### config.mk
export PLATFORM = sky130hd
export DESIGN_NAME = rs_enc_lfsr
export DESIGN_NICKNAME = d
export VERILOG_FILES = /design/src/rtl/rs_pkg.sv /design/src/rtl/gf256_mult.sv /design/src/rtl/rs_enc_lfsr.sv
export SDC_FILE = /design/constraint.sdc
export NUM_CORES = 1
export LEC_CHECK = 0
export CAP_MARGIN = 40
export CORE_MARGIN = 4
export CORE_UTILIZATION = 56
export DETAILED_ROUTE_END_ITERATION = 8
export PLACE_DENSITY = 0.77
export SLEW_MARGIN = 20
export SYNTH_ARGS = -nofsm -noshare
export SYNTH_HDL_FRONTEND = slang
export SYNTH_SLANG_ARGS = --single-unit
### constraint.sdc
create_clock -name i_clk -period 2.7 [get_ports i_clk]
set_clock_uncertainty 0.1 [all_clocks]
set_input_delay 0.405 -clock i_clk [delete_from_list [all_inputs] [get_ports i_clk]]
set_output_delay 0.405 -clock i_clk [all_outputs]
set_load 0.02 [all_outputs]
### src/rtl/rs_pkg.sv
// Shared constants for the byte-serial RS(32,28) encoder over GF(256).
// The generator polynomial and frame length are fixed here.
package rs_pkg;

  localparam int RS_N    = 32;
  localparam int RS_K    = 28;
  localparam int RS_NPAR = 4;

  localparam logic [8:0] GF_PRIM = 9'h11D;

  // g(x) = x^4 + G3 x^3 + G2 x^2 + G1 x + G0, roots alpha^0..alpha^3
  localparam logic [7:0] RS_G3 = 8'h0F;
  localparam logic [7:0] RS_G2 = 8'h36;
  localparam logic [7:0] RS_G1 = 8'h78;
  localparam logic [7:0] RS_G0 = 8'h40;

  localparam logic [4:0] RS_CNT_KM1 = 5'd27;
  localparam logic [4:0] RS_CNT_NM1 = 5'd31;

  typedef enum logic {
    S_DATA = 1'b0,
    S_PAR  = 1'b1
  } rs_state_e;

endpackage

### src/rtl/gf256_mult.sv
// Combinational GF(256) multiplier, field polynomial GF_PRIM.
// Shift-and-add with per-step reduction, fully unrolled.
module gf256_mult
  import rs_pkg::*;
(
  input  logic [7:0] a_i,
  input  logic [7:0] b_i,
  output logic [7:0] p_o
);

  logic [7:0] acc_s;
  logic [7:0] sh_s;

  // Accumulate a*x^i for each set bit of b, reducing a*x^i every step.
  always_comb begin
    acc_s = 8'h00;
    sh_s  = a_i;
    for (int i = 0; i < 8; i++) begin
      if (b_i[i]) begin
        acc_s = acc_s ^ sh_s;
      end else begin
        acc_s = acc_s;
      end
      sh_s = {sh_s[6:0], 1'b0} ^ (sh_s[7] ? GF_PRIM[7:0] : 8'h00);
    end
  end

  assign p_o = acc_s;

endmodule

### src/rtl/rs_enc_lfsr.sv
// Systematic RS(32,28) encoder: passes 28 message bytes through, then
// emits the 4 LFSR remainder bytes (p3 first) on a valid/ready stream.
module rs_enc_lfsr
  import rs_pkg::*;
(
  input  logic       i_clk,
  input  logic       i_resb,
  input  logic       i_valid,
  input  logic [7:0] i_data,
  output logic       o_ready,
  output logic       o_valid,
  output logic [7:0] o_data,
  output logic       o_sof,
  output logic       o_eof,
  input  logic       i_ready,
  output logic       o_busy
);

  rs_state_e  state_q, state_d;
  logic [4:0] cnt_q, cnt_d;
  logic [7:0] p0_q, p0_d, p1_q, p1_d, p2_q, p2_d, p3_q, p3_d;
  logic [7:0] data_q, data_d;
  logic       valid_q, valid_d;
  logic       sof_q, sof_d;
  logic       eof_q, eof_d;
  logic       busy_q, busy_d;

  logic       free_s, ready_s, in_xfer_s;
  logic [7:0] fb_s, prod0_s, prod1_s, prod2_s, prod3_s;

  assign free_s    = ~valid_q | i_ready;
  assign ready_s   = (state_q == S_DATA) & free_s;
  assign in_xfer_s = i_valid & ready_s;
  assign fb_s      = i_data ^ p3_q;

  gf256_mult u_mul3 (.a_i(fb_s), .b_i(RS_G3), .p_o(prod3_s));
  gf256_mult u_mul2 (.a_i(fb_s), .b_i(RS_G2), .p_o(prod2_s));
  gf256_mult u_mul1 (.a_i(fb_s), .b_i(RS_G1), .p_o(prod1_s));
  gf256_mult u_mul0 (.a_i(fb_s), .b_i(RS_G0), .p_o(prod0_s));

  always_comb begin
    state_d = state_q;
    cnt_d   = cnt_q;
    p0_d    = p0_q;
    p1_d    = p1_q;
    p2_d    = p2_q;
    p3_d    = p3_q;
    data_d  = data_q;
    valid_d = valid_q;
    sof_d   = sof_q;
    eof_d   = eof_q;
    case (state_q)
      S_DATA: begin
        if (in_xfer_s) begin
          p3_d    = p2_q ^ prod3_s;
          p2_d    = p1_q ^ prod2_s;
          p1_d    = p0_q ^ prod1_s;
          p0_d    = prod0_s;
          data_d  = i_data;
          valid_d = 1'b1;
          sof_d   = (cnt_q == 5'd0);
          eof_d   = 1'b0;
          cnt_d   = cnt_q + 5'd1;
          if (cnt_q == RS_CNT_KM1) begin
            state_d = S_PAR;
          end else begin
            state_d = S_DATA;
          end
        end else if (free_s) begin
          valid_d = 1'b0;
          sof_d   = 1'b0;
          eof_d   = 1'b0;
        end else begin
          state_d = S_DATA;
        end
      end
      S_PAR: begin
        // Parity drains out as a plain shift; zeros fill in behind it.
        if (free_s) begin
          data_d  = p3_q;
          valid_d = 1'b1;
          sof_d   = 1'b0;
          eof_d   = (cnt_q == RS_CNT_NM1);
          p3_d    = p2_q;
          p2_d    = p1_q;
          p1_d    = p0_q;
          p0_d    = 8'h00;
          if (cnt_q == RS_CNT_NM1) begin
            cnt_d   = 5'd0;
            state_d = S_DATA;
          end else begin
            cnt_d   = cnt_q + 5'd1;
            state_d = S_PAR;
          end
        end else begin
          state_d = S_PAR;
        end
      end
      default: begin
        state_d = S_DATA;
        cnt_d   = 5'd0;
        valid_d = 1'b0;
        sof_d   = 1'b0;
        eof_d   = 1'b0;
      end
    endcase
    busy_d = (cnt_d != 5'd0) | valid_d;
  end

  always_ff @(posedge i_clk or negedge i_resb) begin
    if (!i_resb) begin
      state_q <= S_DATA;
      cnt_q   <= 5'd0;
      p0_q    <= 8'h00;
      p1_q    <= 8'h00;
      p2_q    <= 8'h00;
      p3_q    <= 8'h00;
      data_q  <= 8'h00;
      valid_q <= 1'b0;
      sof_q   <= 1'b0;
      eof_q   <= 1'b0;
      busy_q  <= 1'b0;
    end else begin
      state_q <= state_d;
      cnt_q   <= cnt_d;
      p0_q    <= p0_d;
      p1_q    <= p1_d;
      p2_q    <= p2_d;
      p3_q    <= p3_d;
      data_q  <= data_d;
      valid_q <= valid_d;
      sof_q   <= sof_d;
      eof_q   <= eof_d;
      busy_q  <= busy_d;
    end
  end

  assign o_ready = ready_s;
  assign o_valid = valid_q;
  assign o_data  = data_q;
  assign o_sof   = sof_q;
  assign o_eof   = eof_q;
  assign o_busy  = busy_q;

endmodule
==> results of run 1 <==
==> area by class of cell <==
type	count	area [um2]	area share, %
sequential	50	1251	35.00
clock buffer	7	86.33	2.415
inverter	5	18.77	0.5250
timing repair buffer	46	402.9	11.27
clock inverter	1	5.005	0.1400
multi-input combinational	227	1723	48.20
tap	70	87.58	2.450
==> routing by layer <==
metal	vias up	track usage (%)	share of wire, %
met1	1017	27.63	47
met3	7	3.289	3.6
met2	42	32.41	48
li1	1066	-	-
met5	-	0	0
met4	0	6.146	1.3
==> logic make-up (layout without fill, tap and decap cells) <==
| logic type | count (synthesis) | after routing | synth area share [%] |
|---|---|---|---|
| AOI/OAI and AO/OA | 58 | 58 | 11.13 |
| xor gates and xnor gates | 78 | 78 | 29.68 |
| adders and majority gates | 5 | 5 | 2.061 |
| buffers and inverters | 18 | 59 | 2.391 |
| DFF | 50 | 50 | 41.22 |
| muxes | 8 | 8 | 2.638 |
| and+or+nand+nor | 78 | 78 | 10.88 |
==> what timing repair did <==
action	in CTS	in global routing
setup buffers	0	0
hold buffers	1	0
hold endpoints to repair	20	0
==> state kept, by name, summed over array words and instances, names as in the netlist <==
signal / count
cnt_q: 5
o_busy: 1
o_data: 8
o_eof: 1
o_sof: 1
o_valid: 1
p0_q: 8
p1_q: 8
p2_q: 8
p3_q: 8
state_q: 1
==> per-stage QoR <==
stage	worst slack (ns)	std cells
2_1_floorplan	0.4108	295
3_3_place_gp	0.06315	397
3_5_place_dp	0.01521	397
4_1_cts	0.3391	406
5_1_grt	0.2313	406
6_report	0.3387	406
==> critical path, cell delays in order <==
cell	delay, ns
clkdlybuf4s50_1	0.51
xnor2_1	0.28
xnor3_2	0.44
xor2_2	0.21
xnor2_1	0.17
or3_1	0.32
a31oi_1	0.16
==> placed cells by master, fill, tap and decap left out, types with 4 or more instances in the layout <==
master,instances
o21ai_0,31
clkbuf_8,6
xnor2_1,51
xor2_1,8
mux2i_1,8
a22o_1,8
clkdlybuf4s50_1,23
xnor3_1,8
inv_1,5
nand2_1,39
buf_4,21
dfrtp_1,50
xnor2_2,6
o21ai_1,6
a21oi_1,4
nor2_1,25
ha_1,5
==> how the worst max path moves through the flow <==
stage | startpoint | cells past startpoint | slack [ns] | end
after floorplan | p3_q[5]$_DFFE_PN0P_ | 6 | 0.41 | p2_q[2]$_DFFE_PN0P_
after global placement | i_data[7] | 7 | 0.06 | p2_q[2]$_DFFE_PN0P_
after detailed placement | i_data[7] | 8 | 0.02 | p1_q[4]$_DFFE_PN0P_
after CTS | i_data[7] | 8 | 0.34 | p1_q[4]$_DFFE_PN0P_
after global routing | i_data[7] | 7 | 0.23 | p2_q[2]$_DFFE_PN0P_
final | i_data[7] | 7 | 0.34 | p2_q[2]$_DFFE_PN0P_
==> impl_metrics.ini, run 1 <==
[status]
status = finished clean

[placed_design]
portBuffers = 24
routabilityCongestion = 0.8611
placed_area_mm2 = 0.003473
dp_hpwl_mm = 4.431

[synthesis]
ys_seq_elements = 50
synth_top_area_share_pct = 41.22
yosysMostFrequentCell = xnor2_1
synth.distinct_cells = 34
ys.flop_type = dfrtp_1
ys_seq_area_share_pct = 41.22
async_flop_share_pct = 100.0
synthTopCellsByArea = dfrtp_1 41%, xnor2_1 15%, xnor3_1 5.9%
synth_cells = 295
synth_edf_count = 0
syn_area_per_cell_um2 = 10.29
netlist_top_cells_count = 51 x xnor2_1, 50 x dfrtp_1, 39 x nand2_1, 31 x o21ai_0, 25 x nor2_1
yosys.area.top_type = dfrtp_1
syn_area_mm2 = 0.003035
postSynthNetCount = 312
synth_warnings = 0

[detailed_routing]
wl_per_cell_um = 14.61
drcViolationCount = 0
drtIter0Drc = 69
drt_pass1_iterations = 4
vias = 2132
wirelength_mm = 5.933
viasPerCell = 5.251
ant_nets = 0

[worst_setup_path]
rr_endpoint = o_busy$_DFF_PN0_
crit_required_ns = 2.83
endpoint_kind = flip-flop
reg2reg_depth = 7
ff2ff_setup_slack_ns = 0.46
crit_arrival_ns = 2.49
worstSetupPathType = in2reg
rr_startpoint = cnt_q[0]$_DFF_PN0_
cp-start-kind = input pin
crit_fanout = 3

[cts]
cts.repair.resized = 0
cts_num_sinks = 50
cts_tree = yes
cts-root-buf = clkbuf_8
cts_max_level = 2
clkTransAtPathRegs_ns = 0.09
cts.path.max_buffers = 2
cts_buffers = 5
insertion_delay_ns = 0.30

[final_layout]
stdcell_area_mm2 = 0.003575
areaGrowthSynthToFinish_pct = 17.77
drive_gt1_share_pct = 12.50
antenna_cells = 0
fill_cells = 427
fin_nets = 352
fin_util_pct = 69.11

[timing]
worst_pin_slew_ns = 0.5509
finalSetupTns_ns = 0
hold_viol = 0
maxSlewViolCount = 0
min_period_ns = 2.361
rsz0062_at_grt = false
fin_crit_sh_pct = 87.45
max_slew_margin_pct = 63.14
timing.fmax_mhz = 423.5
setup_viol = 0
fin_hold_ws_ns = 0.3857

[grt]
grt_pass1_vias = 2091
antenna_found_initial = 0
grt_max_degree = 47
overflow = 0
grt_pass1_wl_mm = 10.14
grt_use_total_pct = 20.00

[floorplan]
fp.dieArea_mm2 = 0.006663
rows = 26
start_util_pct = 58.68
coreArea_mm2 = 0.005172
die_x_um = 81.63
io_pins = 25
die_h_um = 81.63

[worst_hold_path]
min_to = o_data[5]$_DFFE_PN0P_
min_path_type = reg2reg
min_path_cells = 2
hp-start = o_data[5]$_DFFE_PN0P_

[job]
cap_viol_max_count = 0
Power of run 1 is left out: the tool's default activity adds up to more than one toggle a clock period on the data nets, which glitch-free logic cannot reach.
==> inputs of run 2 (changes only) <==
--- a/config.mk
+++ b/config.mk
@@ -9,8 +9,9 @@
 export CORE_MARGIN = 4
 export CORE_UTILIZATION = 56
 export DETAILED_ROUTE_END_ITERATION = 8
-export PLACE_DENSITY = 0.77
+export PLACE_DENSITY = 0.74
 export SLEW_MARGIN = 20
 export SYNTH_ARGS = -nofsm -noshare
 export SYNTH_HDL_FRONTEND = slang
+export SYNTH_HIERARCHICAL = 1
 export SYNTH_SLANG_ARGS = --single-unit
==> impl_metrics.ini, run 2 <==
[worst_hold_path]
min_path_type = in2async

[final_layout]
mostFrequentLayoutCells = 235 x nand2_1, 220 x xnor2_1, 89 x buf_4
final_common_cell = nand2_1
drive_gt1_share_pct = 17.33
areaGrowthSynthToFinish_pct = 23.24
fin_nets = 1079
fin_util_pct = 71.54
antenna_cells = 0

[floorplan]
rows = 41
io_pins = 25
die_x_um = 123.3
coreArea_mm2 = 0.01282
fp.dieArea_mm2 = 0.01520
die_h_um = 123.3
start_util_pct = 58.05

[detailed_routing]
viasPerCell = 5.195
drtIter0Drc = 576
drcViolationCount = 0
wirelength_mm = 18.95
drt_pass1_iterations = 5
wl_per_cell_um = 15.35
ant_nets = 0
vias = 6411

[power_and_ir_drop]
swShare_pct = 44.91
p_comb_share_pct = 85.7
netSwitchingPower_w = 0.005900
p_leak_nw = 3.865
power.density_mw_per_mm2 = 1432
clkPwrFrac_pct = 4.9
p_total_w = 0.01314
ir_worst_vdd_mv = 0.6456
power_frac_seq_pct = 9.4
internal_power_w = 0.007237

[synthesis]
syn_area_per_cell_um2 = 7.878
yosysMostFrequentCell = nand2_1
synth_top_area_share_pct = 26.82
ys_seq_elements = 50
synth_adder_area_share_pct = 1.008
synth_edf_count = 0
ys_seq_area_share_pct = 16.81
synth-compound-area-share_pct = 8.521
syn_area_mm2 = 0.007445
synthTopCellsByArea = xnor2_1 27%, dfrtp_1 17%, nand2_1 12%
synth-simple-area-share_pct = 19.80
synth_warnings = 6
synthXorXnorAreaFrac_pct = 43.50
async_flop_share_pct = 100.0
yosys.area.top_type = xnor2_1
ys.flop_type = dfrtp_1
synth.distinct_cells = 45
synth_cells = 945
netlist_top_cells_count = 235 x nand2_1, 228 x xnor2_1, 64 x xor2_1, 52 x o21ai_0, 50 x dfrtp_1
synthMuxAreaShare_pct = 4.437
synth_top_family_by_area = XOR/XNOR gates

[timing]
rsz0062_at_grt = true
timing.fmax_mhz = 375.7
setup_viol = 0
worst_pin_slew_ns = 0.6338
min_period_ns = 2.662
maxSlewViolCount = 0
finalSetupTns_ns = 0
fin_crit_sh_pct = 98.58
max_slew_margin_pct = 57.75
hold_viol = 0

[grt]
grt_pass1_wl_mm = 29.30
overflow = 0
grt_pass1_vias = 5949
grt_max_degree = 74
grt_use_total_pct = 24.21
antenna_found_initial = 0

[cts]
cts-root-buf = clkbuf_16
cts_max_level = 2
insertion_delay_ns = 0.29
cts_buffers = 5
clkTransAtPathRegs_ns = 0.07
cts_num_sinks = 50
hold_buffers = 0
cts.path.max_buffers = 2
cts_tree = yes

[placed_design]
portBuffers = 24
dp_hpwl_mm = 13.30
routabilityCongestion = 0.9411

[worst_setup_path]
crit_fanout = 4
crit_required_ns = 2.76
cpPeakStageDelay_ns = 0.45
cp-start-kind = flip-flop
ff2ff_setup_slack_ns = 0.04
worstSetupPathType = reg2reg
crit_slowest_cell = dfrtp_2
endpoint_kind = flip-flop
path_cells = xor2_4 -> buf_6 -> clkbuf_16 -> xnor2_2 -> xnor2_1 -> nand2_1 -> xnor2_2 -> xor2_1 -> xnor3_1 -> nor2b_1 -> xnor2_1 -> o21ai_1
crit_arrival_ns = 2.72
critPathTopFamily = XOR/XNOR gates
critPathBufInv = 2

[job]
cap_viol_max_count = 0

[status]
status = finished clean
run 2: cell count changes after synthesis, sizes merged, moves of 7 or more:
cell    delta
a21oi     +15
a22oi      +8
buf       +36
clkbuf    +21
inv       +10
mux2       +8
mux2i     +16
nand2    +197
nor2      +10
nor2b     +31
o21ai     +14
xnor2    +171
xnor3      -7
xor2      +82
run 2: path summary, 6_finish.rpt:
path,startpoint,endpoint,cells past startpoint
max,p3_q[6]$_DFFE_PN0P_,p2_q[3]$_DFFE_PN0P_,12
min,i_resb,p2_q[7]$_DFFE_PN0P_,2
max reg2reg,p3_q[6]$_DFFE_PN0P_,p2_q[3]$_DFFE_PN0P_,12
min reg2reg,o_data[5]$_DFFE_PN0P_,o_data[5]$_DFFE_PN0P_,2
max in group asynchronous,i_resb,p3_q[4]$_DFFE_PN0P_,2
min in group i_clk,o_data[5]$_DFFE_PN0P_,o_data[5]$_DFFE_PN0P_,2
run 2: cell families (layout without fill, tap and decap cells):
group,Yosys count,after routing
muxes,32,32
buffers and inverters,85,156
adders and majority gates,6,6
and+or+nand+nor,341,341
other,2,48
AOI/OAI and AO/OA,105,105
DFF,50,50
xor gates and xnor gates,324,324
run 2: metal layers:
| metal | global-route usage, % | vias up | share of wire (%) |
|---|---|---|---|
| li1 | - | 3159 | - |
| met1 | 33.86 | 3052 | 46 |
| met2 | 41.01 | 171 | 48 |
| met3 | 1.738 | 29 | 3.9 |
| met4 | 5.675 | 0 | 1.7 |
| met5 | 0 | - | 0 |
run 2: power groups by stage:
stage	registers (W)	clock network, W	logic (W)
after CTS	0.00122	0.000661	0.0106
after global routing	0.00126	0.000684	0.0121
final	0.00123	0.000645	0.0113
after detailed placement	0.00123	0	0.0105
after floorplan	0.00121	0	0.00792
after global placement	0.00122	0	0.0104
run 2: layout make-up:
class                           instances  area [um2]
Multi-Input combinational cell        856        6211
Fill cell                            1005        3650
Timing Repair Buffer                  133        1280
Sequential cell                        50        1257
Tap cell                              172       215.2
Clock buffer                            6       138.9
Inverter                               15       56.30
Clock inverter                          2       16.27
run 2: per-stage QoR:
stage	cells	hold WS (ns)	worst slack, ns	area [um2]
floorplan	991	0.009409	0.05324	7662
global placement	1215	0.3639	-0.5296	8740
detailed placement	1215	0.3673	-0.5636	8740
CTS	1224	0.1324	0.01039	8916
global route	1234	0.1734	-0.1021	9175
finish	1234	0.1141	0.03837	9175
run 2: repair_timing:
item	CTS	global route
cloned	0	2
setup buffers	1	8
endpoints found under the hold margin	0	0
endpoints found under the setup margin	29	22
gates resized for setup	10	33
pin swaps	3	21
Power figures use the tool's default switching activity.
